--- config.mk ---
export PLATFORM = sky130hd
export DESIGN_NAME = spike_sink_arbiter_flat
export DESIGN_NICKNAME = d
export VERILOG_FILES = /design/src/rtl/spike_sink_arbiter_if.sv /design/src/rtl/spike_sink_arbiter.sv /design/src/flat_wrapper.sv
export SDC_FILE = /design/constraint.sdc
export NUM_CORES = 1
export LEC_CHECK = 0
export BUFFER_PORTS_ARGS = -buffer_cell sky130_fd_sc_hd__buf_2
export CAP_MARGIN = 20
export CORE_MARGIN = 2
export CORE_UTILIZATION = 40
export DETAILED_ROUTE_END_ITERATION = 8
export GPL_ROUTABILITY_DRIVEN = 1
export GPL_TIMING_DRIVEN = 0
export RECOVER_POWER = 25
export REMOVE_ABC_BUFFERS = 1
export SLEW_MARGIN = 15
export SYNTH_ARGS = -nofsm -noshare
export SYNTH_HDL_FRONTEND = slang
export SYNTH_SLANG_ARGS = --single-unit
--- constraint.sdc ---
create_clock -name clk -period 3.1 [get_ports clk]
set_input_delay 0.155 -clock clk [delete_from_list [all_inputs] [get_ports clk]]
set_output_delay 0.155 -clock clk [all_outputs]
set_load 0.05 [all_outputs]
--- src/rtl/spike_sink_arbiter_if.sv ---
// Handshake bundle between the PE requesters and the shared result sink.
//   in_valid/in_data/in_ready : per-requester packet offer and one-hot accept
//   out_valid/out_data/out_src/out_ready : packet presented to the single sink
// slave modport is the arbiter side, master modport is the requester/sink side.
interface spike_sink_arbiter_if #(
    parameter int unsigned WIDTH   = 12,
    parameter int unsigned NUM_REQ = 4
);
    localparam int unsigned SRC_W = (NUM_REQ > 1) ? $clog2(NUM_REQ) : 1;

    logic [NUM_REQ-1:0]       in_valid;
    logic [NUM_REQ*WIDTH-1:0] in_data;
    logic [NUM_REQ-1:0]       in_ready;
    logic                     out_valid;
    logic [WIDTH-1:0]         out_data;
    logic [SRC_W-1:0]         out_src;
    logic                     out_ready;

    modport master (
        output in_valid, in_data, out_ready,
        input  in_ready, out_valid, out_data, out_src
    );

    modport slave (
        input  in_valid, in_data, out_ready,
        output in_ready, out_valid, out_data, out_src
    );
endinterface

--- src/rtl/spike_sink_arbiter.sv ---
// Round-robin arbiter sharing one result sink among NUM_REQ PE requesters.
// Each transfer is followed by HOLDOFF idle cycles (sink service delay).
// Ports:
//   clk, reset       : clock, asynchronous active-high reset
//   bus (slave)      : requester offers, one-hot in_ready, sink packet/handshake
//   busy             : high while a packet is held or the hold-off runs
//   transfer_count   : sink acceptances since reset (wrapping)
//   last_gap         : cycles between the two most recent acceptances
module spike_sink_arbiter #(
    parameter int unsigned WIDTH   = 12,
    parameter int unsigned NUM_REQ = 4,
    parameter int unsigned HOLDOFF = 2,
    parameter int unsigned CNT_W   = 32,
    parameter int unsigned GAP_W   = 16
) (
    input  logic                clk,
    input  logic                reset,
    spike_sink_arbiter_if.slave bus,
    output logic                busy,
    output logic [CNT_W-1:0]    transfer_count,
    output logic [GAP_W-1:0]    last_gap
);
    localparam int unsigned SRC_W  = (NUM_REQ > 1) ? $clog2(NUM_REQ) : 1;
    localparam int unsigned HOLD_W = (HOLDOFF > 1) ? $clog2(HOLDOFF) : 1;

    typedef enum logic [1:0] {
        IDLE = 2'd0,
        SEND = 2'd1,
        HOLD = 2'd2
    } state_t;

    state_t              state;
    state_t              state_n;
    logic [SRC_W-1:0]    rr_ptr;
    logic [HOLD_W-1:0]   hold_cnt;
    logic [GAP_W-1:0]    gap_cnt;
    logic [SRC_W-1:0]    scan_idx;
    logic [SRC_W-1:0]    grant_idx;
    logic                grant_found;
    logic                take;
    logic                accept;

    // First valid requester at or after rr_ptr; index arithmetic wraps
    // naturally because NUM_REQ is a power of two.
    always_comb begin
        grant_found = 1'b0;
        grant_idx   = '0;
        scan_idx    = '0;
        for (int unsigned k = 0; k < NUM_REQ; k++) begin
            scan_idx = rr_ptr + SRC_W'(k);
            if (!grant_found && bus.in_valid[scan_idx]) begin
                grant_found = 1'b1;
                grant_idx   = scan_idx;
            end
        end
    end

    // State register.
    always_ff @(posedge clk or posedge reset) begin
        if (reset) begin
            state <= IDLE;
        end else begin
            state <= state_n;
        end
    end

    // Next state, combinational grant and handshake strobes.
    always_comb begin
        state_n      = state;
        bus.in_ready = '0;
        take         = 1'b0;
        accept       = 1'b0;
        case (state)
            IDLE: begin
                if (grant_found) begin
                    bus.in_ready = NUM_REQ'(1) << grant_idx;
                    take         = 1'b1;
                    state_n      = SEND;
                end
            end
            SEND: begin
                if (bus.out_ready) begin
                    accept  = 1'b1;
                    state_n = (HOLDOFF == 0) ? IDLE : HOLD;
                end
            end
            HOLD: begin
                if (hold_cnt == '0) begin
                    state_n = IDLE;
                end
            end
            default: state_n = IDLE;
        endcase
    end

    // Packet register, pointer, hold-off and performance counters.
    always_ff @(posedge clk or posedge reset) begin
        if (reset) begin
            rr_ptr         <= '0;
            hold_cnt       <= '0;
            gap_cnt        <= '0;
            busy           <= 1'b0;
            bus.out_valid  <= 1'b0;
            bus.out_data   <= '0;
            bus.out_src    <= '0;
            transfer_count <= '0;
            last_gap       <= '0;
        end else begin
            busy <= (state_n != IDLE);
            if (take) begin
                bus.out_valid <= 1'b1;
                bus.out_data  <= bus.in_data[grant_idx*WIDTH +: WIDTH];
                bus.out_src   <= grant_idx;
                rr_ptr        <= grant_idx + SRC_W'(1);
            end
            if (accept) begin
                bus.out_valid  <= 1'b0;
                transfer_count <= transfer_count + CNT_W'(1);
                last_gap       <= gap_cnt;
                gap_cnt        <= GAP_W'(1);
                hold_cnt       <= (HOLDOFF != 0) ? HOLD_W'(HOLDOFF - 1) : '0;
            end else if (gap_cnt != '1) begin
                gap_cnt <= gap_cnt + GAP_W'(1);
            end
            if (state == HOLD && hold_cnt != '0) begin
                hold_cnt <= hold_cnt - HOLD_W'(1);
            end
        end
    end
endmodule

--- src/flat_wrapper.sv ---
// flat-port wrapper written by rule: the top's interface ports become plain ports
module spike_sink_arbiter_flat 
#(
    parameter int unsigned WIDTH   = 12,
    parameter int unsigned NUM_REQ = 4,
    parameter int unsigned HOLDOFF = 2,
    parameter int unsigned CNT_W   = 32,
    parameter int unsigned GAP_W   = 16
)
  (clk, reset, busy, transfer_count, last_gap, bus_in_valid, bus_in_data, bus_out_ready, bus_in_ready, bus_out_valid, bus_out_data, bus_out_src);
  spike_sink_arbiter_if #(.WIDTH(WIDTH), .NUM_REQ(NUM_REQ)) bus_i ();
  input  logic clk;
  input  logic reset;
  output logic busy;
  output logic [CNT_W-1:0] transfer_count;
  output logic [GAP_W-1:0] last_gap;
  input wire logic [$bits(bus_i.in_valid)-1:0] bus_in_valid;
  input wire logic [$bits(bus_i.in_data)-1:0] bus_in_data;
  input wire logic [$bits(bus_i.out_ready)-1:0] bus_out_ready;
  output wire logic [$bits(bus_i.in_ready)-1:0] bus_in_ready;
  output wire logic [$bits(bus_i.out_valid)-1:0] bus_out_valid;
  output wire logic [$bits(bus_i.out_data)-1:0] bus_out_data;
  output wire logic [$bits(bus_i.out_src)-1:0] bus_out_src;
  assign bus_i.in_valid = bus_in_valid;
  assign bus_i.in_data = bus_in_data;
  assign bus_i.out_ready = bus_out_ready;
  assign bus_in_ready = bus_i.in_ready;
  assign bus_out_valid = bus_i.out_valid;
  assign bus_out_data = bus_i.out_data;
  assign bus_out_src = bus_i.out_src;
  spike_sink_arbiter #(.WIDTH(WIDTH), .NUM_REQ(NUM_REQ), .HOLDOFF(HOLDOFF), .CNT_W(CNT_W), .GAP_W(GAP_W)) u_core (.clk(clk), .reset(reset), .bus(bus_i), .busy(busy), .transfer_count(transfer_count), .last_gap(last_gap));
endmodule
==> metrics.txt <==
outcome finished, final reports clean; register area 2130 um2; cell taking the most area after synthesis dfrtp_1; total CTS buffers 9; count leader, synth nand2_1; Reg2Reg Setup Slack 720 ps; leakage 2.67 nW; critical path, cell by cell mux2i_1 -> o22a_2 -> and2_4 -> clkinv_2 -> ha_1 -> and3_1 -> buf_2; GPL Wtd Cong 0.763; Hold Fails Final Rpt 0; WP buf/inv 2; post-detail-place hpwl 6690 um; clock tree buffer depth 2; pwr/cell area 766 nW/um2; core area 10200 um2; cells after synthesis 427; initial antenna violation count 0; n_diodes 0; grt total ovfl 0; Die X-Extent 106 um; data arrival time of the worst path 2560 ps; Final Cell Area 5100 um2; WP data required 2940 ps; Commonest cells post-synth 96 x nand2_1, 85 x dfrtp_1, 36 x xnor2_1; root buffer cell clkbuf_8; Max Fclk 369 MHz; Final WS setup 388 ps; reg-to-reg startpoint u_core.state[0]; detailed-route wire length per cell 13.5 um; path type of the worst min-delay path in -> reg; ys flop type dfrtp_1; die area 11300 um2; # Post-CTS Setup Buffers 0; RSZ-0062 raised after global routing no; Hold Path Origin bus_out_ready; Max stage delay on crit path 450 ps; Placed Area 4910 um2; Worst VDD drop 0.447 mV; r2r endpoint u_core.bus.out_data[9]; Via density 4.99; asr flop ratio synth 100%; Filler cells 1001; Routed Antenna Nets 0; Initial DRC Count 135; max-cap violations 0; Setup CP Type reg -> out; largest net degree at the start of global routing 61; Ports 123; Sink Count 85; Post-Place Setup Slack 147 ps; first-pass GRT wire length 15300 um; clock input transition at the sequential cells of the worst setup and hold paths 80 ps; Area Growth Syn to Fin 21.8%; Yosys cell types 45; Worst-Skew Late Latency 350 ps; synthesized area 4190 um2; Slowest cell on crit path dfrtp_1; Slew HR 1.87%; number of synthesized flops with an enable pin 0; Worst Hold Path EP u_core.state[0]; Max FO, Critical Path 25; Synth top area share 50.8%; Worst Hold Path Cells 2; min cycle time layout 2710 ps; Post-Route WL 9260 um; layout cells sized above 1 27.2%; multi-input logic area 1950 um2; Initial Util 40.9%; final setup fails 0; fin crit share 87.5%; H-tree depth 3; floorplan row count 37; register area share after synthesis 50.8%; Total Routing Usage GR 16.8%; Die Y 106 um; measured slew at the worst slew-check pin 1470 ps; R2R cell count 5; CTS tree built; Top delay family on crit path buffers and inverters; Syn Area/Cell 9.81 um2; vias in the first global route 3225; Slew Viols, Final 0; critical path startpoint category flop; via count 3414; Warnings, synthesis 0; DRC 0; number of synthesized register bits 85; Final Skew 10.7 ps; Nets 605; number of buffers added on ports 122; synth top area cells dfrtp_1 51%, nand2_1 8.6%, xnor2_1 7.5%; CP Capture Type output port; first drt pass iteration count 5
routing by layer:
metal  global-route usage (%)  routed length (um)  share of wire [%]  vias to the layer above
met1                     21.8                4280                 46                     1595
met4                     4.79                 110                1.2                        0
li1                         -                   -                  -                     1705
met3                     4.90                 638                6.9                        8
met2                     27.3                4230                 46                      106
met5                        0                   0                  0                        -
cells in the final DEF (no fill, tap or decap), types with 2 or more instances in the layout:
cell and n:
o21ai_0 17, clkinvlp_4 3, mux2i_1 15, nor3_1 2
and3_1 23, nand3_1 16, nand4_1 8, xor2_1 6
a211oi_1 2, nor2_1 21, ha_1 6, a21oi_1 4
or4_1 3, a21boi_0 12, buf_2 122, a31oi_1 3
clkbuf_8 9, nor2b_1 4, nand2_1 96, and4_1 4
inv_1 6, a311oi_1 3, xnor2_1 36, and2_1 4
dfrtp_1 85, o211ai_1 13
area by class of cell:
class / count / area share (%)
flip-flops and latches: 85 / 41.7
well taps: 136 / 3.33
clock buffers: 10 / 2.50
repair buffers: 125 / 12.5
multi-input cells: 315 / 38.2
clock inverters: 5 / 1.20
inverters: 8 / 0.638
worst max-delay path by stage:
stage,start,end,slack [ps],cells after the start
2_1_floorplan,u_core.rr_ptr[1],bus_in_ready[0],660,6
3_3_place_gp,reset,u_core.bus.out_data[5],-320,2
3_5_place_dp,u_core.rr_ptr[1],bus_in_ready[2],150,7
4_1_cts,u_core.rr_ptr[1],bus_in_ready[2],370,7
5_1_grt,reset,u_core.bus.out_data[2],100,4
6_report,u_core.rr_ptr[1],bus_in_ready[2],390,7
cells by family after synthesis:
kind of cell / count (synthesis) / synth area share (%)
AOI/OAI and AO/OA: 63 / 10.2
xor gates and xnor gates: 42 / 8.78
adders and majority gates: 6 / 1.79
buffers and inverters: 27 / 2.75
DFF: 85 / 50.8
muxes: 15 / 3.59
and+or+nand+nor: 189 / 22.0
what timing repair did:
action                                  CTS  global route
endpoints found under the setup margin    2             0
gates resized for setup                   2             0
endpoints found under the hold margin    25             0
hold buffers                              1             0
per-stage QoR:
step	TNS, ps	std cells	util, %	total power, mW	hold WS (ps)
after floorplan	0	408	-	2.73	260
after global placement	-26930	666	47.7	3.14	381
after detailed placement	0	667	48.0	3.18	166
after CTS	0	683	50.0	3.96	7.26
after global routing	0	684	49.9	4.16	24.4
final	0	684	49.9	3.91	30.0
where the power goes:
group | total [mW] | leakage (nW) | switching, mW | internal, mW
Combinational | 1.63 | 1.46 | 1.17 | 0.458
Clock | 0.766 | 0.0850 | 0.395 | 0.371
Sequential | 1.51 | 1.12 | 0.183 | 1.33
state kept, by name (all words and copies together), names as in the netlist:
| signal | cells |
|---|---|
| u_core.bus.out_valid | 1 |
| u_core.busy | 1 |
| u_core.gap_cnt | 16 |
| u_core.bus.out_data | 12 |
| u_core.transfer_count | 32 |
| u_core.last_gap | 16 |
| u_core.state | 2 |
| u_core.rr_ptr | 2 |
| u_core.hold_cnt | 1 |
| u_core.bus.out_src | 2 |
No activity file was read; power rests on OpenSTA's default activity.
